$ cat src/rtl/dac_sequencer.sv
// Sequences one precharge phase, eight MSB-first bit phases and a done pulse for a DAC.
// Latency: first PRE cycle follows the edge that samples start; total (comp+1)+8*(conver+1)+1 cycles.
// No backpressure: start is level-sampled in IDLE/DONE only and ignored while a conversion runs.
module dac_sequencer (
    input  logic       clk,
    input  logic       rst,
    input  logic       vref_vld,
    input  logic [3:0] vref,
    input  logic       data_vld,
    input  logic [7:0] data,
    input  logic       conver_vld,
    input  logic [7:0] conver,
    input  logic       comp_vld,
    input  logic [5:0] comp,
    input  logic       start,
    output logic [2:0] VR,
    output logic [2:0] VM,
    output logic [2:0] VRC,
    output logic       busy
);

    localparam logic [1:0] S_IDLE = 2'd0;
    localparam logic [1:0] S_PRE  = 2'd1;
    localparam logic [1:0] S_BIT  = 2'd2;
    localparam logic [1:0] S_DONE = 2'd3;

    logic [1:0] r_state;
    logic [7:0] r_cnt;
    logic [2:0] r_idx;
    logic [3:0] r_vref;
    logic [7:0] r_data;
    logic [7:0] r_conver;
    logic [5:0] r_comp;
    logic [2:0] r_vr;
    logic [2:0] r_vm;
    logic [2:0] r_vrc;
    logic       r_busy;

    logic       w_go;
    logic [1:0] w_nstate;
    logic [7:0] w_ncnt;
    logic [2:0] w_nidx;
    logic [3:0] w_nvref;
    logic [7:0] w_ndata;
    logic [7:0] w_nconver;
    logic [5:0] w_ncomp;
    logic [2:0] w_nvr;
    logic [2:0] w_nvm;
    logic [2:0] w_nvrc;
    logic       w_nbusy;
    logic       w_nbit;

    assign w_go = start & vref_vld & data_vld & conver_vld & comp_vld;

    // Next state, phase counter, bit index and operand latches.
    always_comb begin
        w_nstate  = r_state;
        w_ncnt    = r_cnt;
        w_nidx    = r_idx;
        w_nvref   = r_vref;
        w_ndata   = r_data;
        w_nconver = r_conver;
        w_ncomp   = r_comp;
        case (r_state)
            S_IDLE: begin
                if (w_go) begin
                    w_nstate  = S_PRE;
                    w_ncnt    = 8'd0;
                    w_nvref   = vref;
                    w_ndata   = data;
                    w_nconver = conver;
                    w_ncomp   = comp;
                end
            end
            S_PRE: begin
                if (r_cnt == {2'b00, r_comp}) begin
                    w_nstate = S_BIT;
                    w_nidx   = 3'd7;
                    w_ncnt   = 8'd0;
                end else begin
                    w_ncnt = r_cnt + 8'd1;
                end
            end
            S_BIT: begin
                if (r_cnt == r_conver) begin
                    w_ncnt = 8'd0;
                    if (r_idx == 3'd0) begin
                        w_nstate = S_DONE;
                    end else begin
                        w_nidx = r_idx - 3'd1;
                    end
                end else begin
                    w_ncnt = r_cnt + 8'd1;
                end
            end
            default: begin
                // DONE: chain straight into another conversion in continuous mode.
                if (r_vref[3] && w_go) begin
                    w_nstate  = S_PRE;
                    w_ncnt    = 8'd0;
                    w_nvref   = vref;
                    w_ndata   = data;
                    w_nconver = conver;
                    w_ncomp   = comp;
                end else begin
                    w_nstate = S_IDLE;
                end
            end
        endcase
    end

    // Output values for the upcoming cycle, derived from next state so outputs can be registered.
    always_comb begin
        w_nvr   = 3'b000;
        w_nvm   = 3'b000;
        w_nvrc  = 3'b000;
        w_nbusy = (w_nstate != S_IDLE);
        w_nbit  = w_ndata[w_nidx];
        case (w_nstate)
            S_PRE: begin
                w_nvr = w_nvref[2:0];
            end
            S_BIT: begin
                w_nvr  = w_nbit ? 3'b010 : 3'b100;
                w_nvm  = w_nidx;
                w_nvrc = {1'b0, w_nbit, (w_ncnt == w_nconver)};
            end
            S_DONE: begin
                w_nvrc = 3'b100;
            end
            default: begin
                w_nvr = 3'b000;
            end
        endcase
    end

    // State and output registers; reset aborts any conversion without a done pulse.
    always_ff @(posedge clk or negedge rst) begin
        if (!rst) begin
            r_state  <= S_IDLE;
            r_cnt    <= 8'd0;
            r_idx    <= 3'd0;
            r_vref   <= 4'd0;
            r_data   <= 8'd0;
            r_conver <= 8'd0;
            r_comp   <= 6'd0;
            r_vr     <= 3'd0;
            r_vm     <= 3'd0;
            r_vrc    <= 3'd0;
            r_busy   <= 1'b0;
        end else begin
            r_state  <= w_nstate;
            r_cnt    <= w_ncnt;
            r_idx    <= w_nidx;
            r_vref   <= w_nvref;
            r_data   <= w_ndata;
            r_conver <= w_nconver;
            r_comp   <= w_ncomp;
            r_vr     <= w_nvr;
            r_vm     <= w_nvm;
            r_vrc    <= w_nvrc;
            r_busy   <= w_nbusy;
        end
    end

    assign VR   = r_vr;
    assign VM   = r_vm;
    assign VRC  = r_vrc;
    assign busy = r_busy;

endmodule

$ cat config.mk
export PLATFORM = sky130hd
export DESIGN_NAME = dac_sequencer
export DESIGN_NICKNAME = d
export VERILOG_FILES = /design/src/rtl/dac_sequencer.sv
export SDC_FILE = /design/constraint.sdc
export NUM_CORES = 1
export LEC_CHECK = 0
export ABC_AREA = 1
export CORE_MARGIN = 2
export CORE_UTILIZATION = 30
export DETAILED_ROUTE_END_ITERATION = 8
export GPL_TIMING_DRIVEN = 1
export SLEW_MARGIN = 20
export SYNTH_ARGS = -nofsm -noshare
export SYNTH_HDL_FRONTEND = slang
export SYNTH_SLANG_ARGS = --single-unit
$ cat constraint.sdc
create_clock -name clk -period 5.9 [get_ports clk]
set_input_delay 0.885 -clock clk [delete_from_list [all_inputs] [get_ports clk]]
set_output_delay 0.885 -clock clk [all_outputs]
set_load 0.1 [all_outputs]
======== Word level (Yosys, flattened, before mapping) ========
Cells that the tools add are included.
Widths: inputs -> output; s select.
word-level totals
  bits in registers ....................... 49
  input port bits ......................... 33
  output and inout port bits .............. 10
  logic and storage cells ................. 69
cells by class
  add/sub/neg operators ................... 2
  magnitude comparators ................... 1
  equal/unequal tests ..................... 9
  mux-type cells .......................... 33
  bitwise operators ....................... 5
  reduce and logical (&&, ||, !) cells .... 7
operators with widths
  cell                 count
  $mux 8               8
  $pmux 8 s2           2
  $pmux 8 s3           1
  $pmux 3 s2           3
  $eq 8x8->1           2
  $mux 3               5
  $mux 6               2
  $pmux 6 s2           1
  $add 8x1->8 const B  1
  $eq 8x6->1           1
  $mux 2               4
  $mux 4               2
  $pmux 4 s2           1
  $eq 2x2->1 const B   3
  $pmux 2 s3           1
  $and 1x1->1          4
  $eq 2x1->1 const B   2
  $lt 3x4->1 const B   1
  $reduce_bool 2->1    2
  $bmux 1 s3           1
  $logic_not 3->1      1
  $reduce_and 3->1     1
  $sub 3x1->3 const B  1
  $logic_not 2->1      1
  5 further kinds      6

======== Longest topological paths before layout ========
  depth in word-level cells ............... 11
  depth in mapped cells ................... 18
  depth with buffers taken out ............ 18

======== Worst setup path after synthesis ========
Ideal clock, no wire load.
  path type ............................... input to register
  start ................................... in data_vld
  end ..................................... reg r_vr[2], in the netlist VR[2]
  data arrival time ....................... 2.302 ns
  setup slack ............................. 3.478 ns
  stages .................................. 13
  cells stage by stage .................... inv_2 nor3_4 nand2_4 nand2_4 inv_1 a221oi_1 nor2_1 inv_1 ha_1 nand2_1 inv_1 nand2_1 o21ai_1
on the way
  elaborated cells on any way between the ends .. 19
  those cells by class .................... eq/ne: 2; mux: 13; bitwise: 3; reduce/logical: 1
RTL lines
  item                                      RTL line  source
  start, declared                           9         input logic data_vld,
  $and 1x1->1 * (3 in series)               53        assign w_go = start & vref_vld & data_vld & conver_vld & comp_vld;
  $mux 2 *                                  66        if (w_go) begin
  $pmux 2 s3 *                              64        case (r_state)
  via w_nstate[1]                           40        logic [1:0] w_nstate;
  $eq 2x2->1 or $eq 2x1->1 (tied branches)  119       case (w_nstate)
  $pmux 3 s2 *                              119
  via w_nvr[2]                              47        logic [2:0] w_nvr;
  end signal, assigned                      159       r_vr <= w_nvr;
  end, declared                             34        logic [2:0] r_vr;
Mark *: on every way through the listed nets, which the timed path passes. The rest lies on a longest branch. The select of a mux whose other input is x is not followed.
A chain may end at the register's enable or synchronous reset.

======== Final worst setup path ========
  start ................................... in data_vld
  end ..................................... reg r_vrc[0], in the netlist VRC[0]
on the way
  cells in the longest elaborated chain, start to end .. 8
  elaborated cells on any way between the ends .. 17
  those cells by class .................... eq/ne: 3; mux: 10; bitwise: 3; reduce/logical: 1
RTL lines
  item                         RTL line  source
  $and 1x1->1 * (3 in series)  53
  $logic_and 1x1->1            98        if (r_vref[3] && w_go) begin
  $mux 8                       98
  $pmux 8 s2 *                 64
  via w_nconver[1]             45        logic [7:0] w_nconver;
  $eq 8x8->1 *                 126       w_nvrc = {1'b0, w_nbit, (w_ncnt == w_nconver)};
  $pmux 3 s2 *                 119
  via w_nvrc[0]                49        logic [2:0] w_nvrc;
  end signal, assigned         161       r_vrc <= w_nvrc;
  end, declared                36        logic [2:0] r_vrc;
Mark *: on every way through the listed nets, which the timed path passes. The rest lies on a longest branch.

==> metrics.cfg <==
[worst_setup_path]
critPathTopFamily = simple AND/OR/NAND/NOR gates
cp.required_ps = 6110
worstSetupPathType = in2reg
critPathLaunch = data_vld
crit_path_end = VRC[0]
crit_path_end_kind = flop
startpoint_type = input pin
path_cells = clkdlybuf4s50_1 > inv_2 > nor3_4 > nand2_4 > nor2_8 > nand2_4 > nand2_2 > nand2_1 > o21ai_0 > nand3_1 > nand2_1 > nor2_1 > nand3_1 > nor2_1
r2r_start = r_state[0]
crit_buf_inv = 2
r2r_cells = 11
cp.depth = 14
max_stage_delay_ps = 470
reg2reg_to = VRC[0]
worst-endpoint-arrival_ps = 3220
slowest_stage = clkdlybuf4s50_1
crit_fanout = 20
regToRegSetupSlack_ps = 3160

[logic_synthesis]
synth_seq_cells = 49
ys_types = 34
synth_enable_flop_cells = 0
avgSynthCellArea_sq_um = 7.63
synth_top_area_cell = dfrtp_1
ys_async_sr_fraction_pct = 100
syn_area_sq_um = 2980
ys_seq_area_share_pct = 41.2
yosys_warnings = 0
synth_area_leaders = dfrtp_1, nand2_1, inv_1, nand3_1, ha_1
synthFlopType = dfrtp_1
syn_nets = 434
synth_cells = 390
synth_top_cell_area_share_pct = 41.2

[placement]
dpl_worst_slack_ps = 2620
dpl_cell_area_sq_um = 3500
port_buffers = 42
gp_congestion = 0.912
place_hpwl_mm = 5.58
dp.cells = 559

[clock_tree]
htree_levels = 2
cts_hold_buffers = 0
cts-root-buf = clkbuf_8
cts.sinks = 49
clk_latency_ps = 310
clockBufferDepth = 2
cts_resized = 0
cts_buffers = 5
clk_pin_slew_ps = 100
cts_tree = built
postCtsSetupBuffers = 0

[route]
wirelength_mm = 7.37
antenna_left = 0
drt-pass1-iter-count = 5
drc = 0
viasPerCell = 4.62
drtIter0Drc = 107
vias = 2617
wl_per_cell_um = 13.0

[global_routing]
antenna_found_initial = 0
gr-max-usage-layer = met2
overflow = 0
grt_use_met1_pct = 19.1
grt_pass1_wl_mm = 12.3
grt_pass1_vias = 2577
grt.met3_usage_pct = 2.83
grt_max_degree = 50
use_met2_pct = 22.2
track_usage_pct = 14.1

[power_and_ir_drop]
irDropWorstVdd_mv = 0.250
power_density_nw_per_um2 = 499
leakage_nw = 1.92
power_mw = 1.81

[layout]
area_growth_pct = 22.2
layout_commonest_cell = nand2_1
final_cell_count_no_fill = 567
utilization_pct = 37.6
n_antenna_cell = 0
stdcell_area_sq_um = 3640
finalNetCount = 477
final_cell_mix = nand2_1, dfrtp_1, inv_1
layout-drive-gt1-share_pct = 10.8

[floorplan]
die_area_sq_um = 10700
fp.dieW_um = 104
row_count = 36
die_y_um = 104
core-area_sq_um = 9680
initial_core_util_pct = 30.7
io_pins = 43

[sta]
finalSetupViolCount = 0
finalCritPeriodShare_pct = 51.0
hold_viol = 0
post-route-min-period_ps = 3010
max_freq_mhz = 332
drv_slew = 0
clock_skew_ps = 7.71
hold_ws_ps = 492
tightestPinTransition_ps = 977
rsz0062_at_grt = no
setup_slack_ps = 2890
slew_headroom_pct = 34.7
totalNegativeSetupSlack_ps = 0

[worst_hold_path]
hp-class = reg2reg
hold_start = r_data[7]

[outcome]
status = finished, final reports clean

[job]
cap_violations = 0

[layer usage]
layer	up-vias	wire (um)
li1	1312	-
met1	1202	3530
met2	85	3300
met3	18	352
met4	0	192
met5	-	0
[layout make-up]
cell class	instances	area [sq um]
Fill cell	997	6050
Sequential cell	49	1230
Timing Repair Buffer	42	418
Clock buffer	5	68.8
Inverter	55	206
Clock inverter	3	65.1
Tap cell	133	166
Multi-Input combinational cell	280	1490
[synth_stat cells, drive strengths merged (4+ instances only)]
cell     n
nor2    28
o21ai   28
nand3   31
ha      11
xor2     5
buf      4
xnor2    4
nand4    4
inv     54
nand2  146
dfrtp   49
a21oi    7
[how the worst min path moves through the flow]
stage	to	slack [ps]	depth (start not counted)
6_report	r_data[7]	490	2
2_1_floorplan	r_data[3]	440	2
4_1_cts	r_data[3]	490	2
3_5_place_dp	r_data[3]	460	2
3_3_place_gp	r_data[1]	470	2
5_1_grt	r_vref[2]	510	1
[power breakdown]
part / total, mW / switching, mW / leakage, nW / internal, mW
sequential: 0.516 / 0.0809 / 0.646 / 0.435
combinational: 1.01 / 0.696 / 1.20 / 0.314
clock: 0.288 / 0.120 / 0.0681 / 0.168
[cells by family after synthesis]
logic type | after synthesis | share of synthesized area (%)
buffers and inverters | 61 | 8.83
xor gates and xnor gates | 9 | 2.65
adders and majority gates | 11 | 4.63
and+or+nand+nor | 215 | 33.3
DFF | 49 | 41.2
AOI/OAI and AO/OA | 45 | 9.38
[state kept, by name (all words and copies together), names as in the netlist]
register  flops
VRC           3
r_vref        4
VM            3
VR            3
busy          1
r_data        8
r_idx         3
r_cnt         8
r_state       2
r_conver      8
r_comp        6
[worst reg2reg max path, cell delays in order (launching register included)]
cell and delay (ps):
dfrtp_1 400, ha_1 420, clkinv_1 390, nand4_1 240, nand2_2 340, nand2_1 210, o21ai_0 160, nand3_1 150
nand2_1 60, nor2_1 100, nand3_1 110, nor2_1 100
Note: power is estimated with default switching activity, not from simulation.
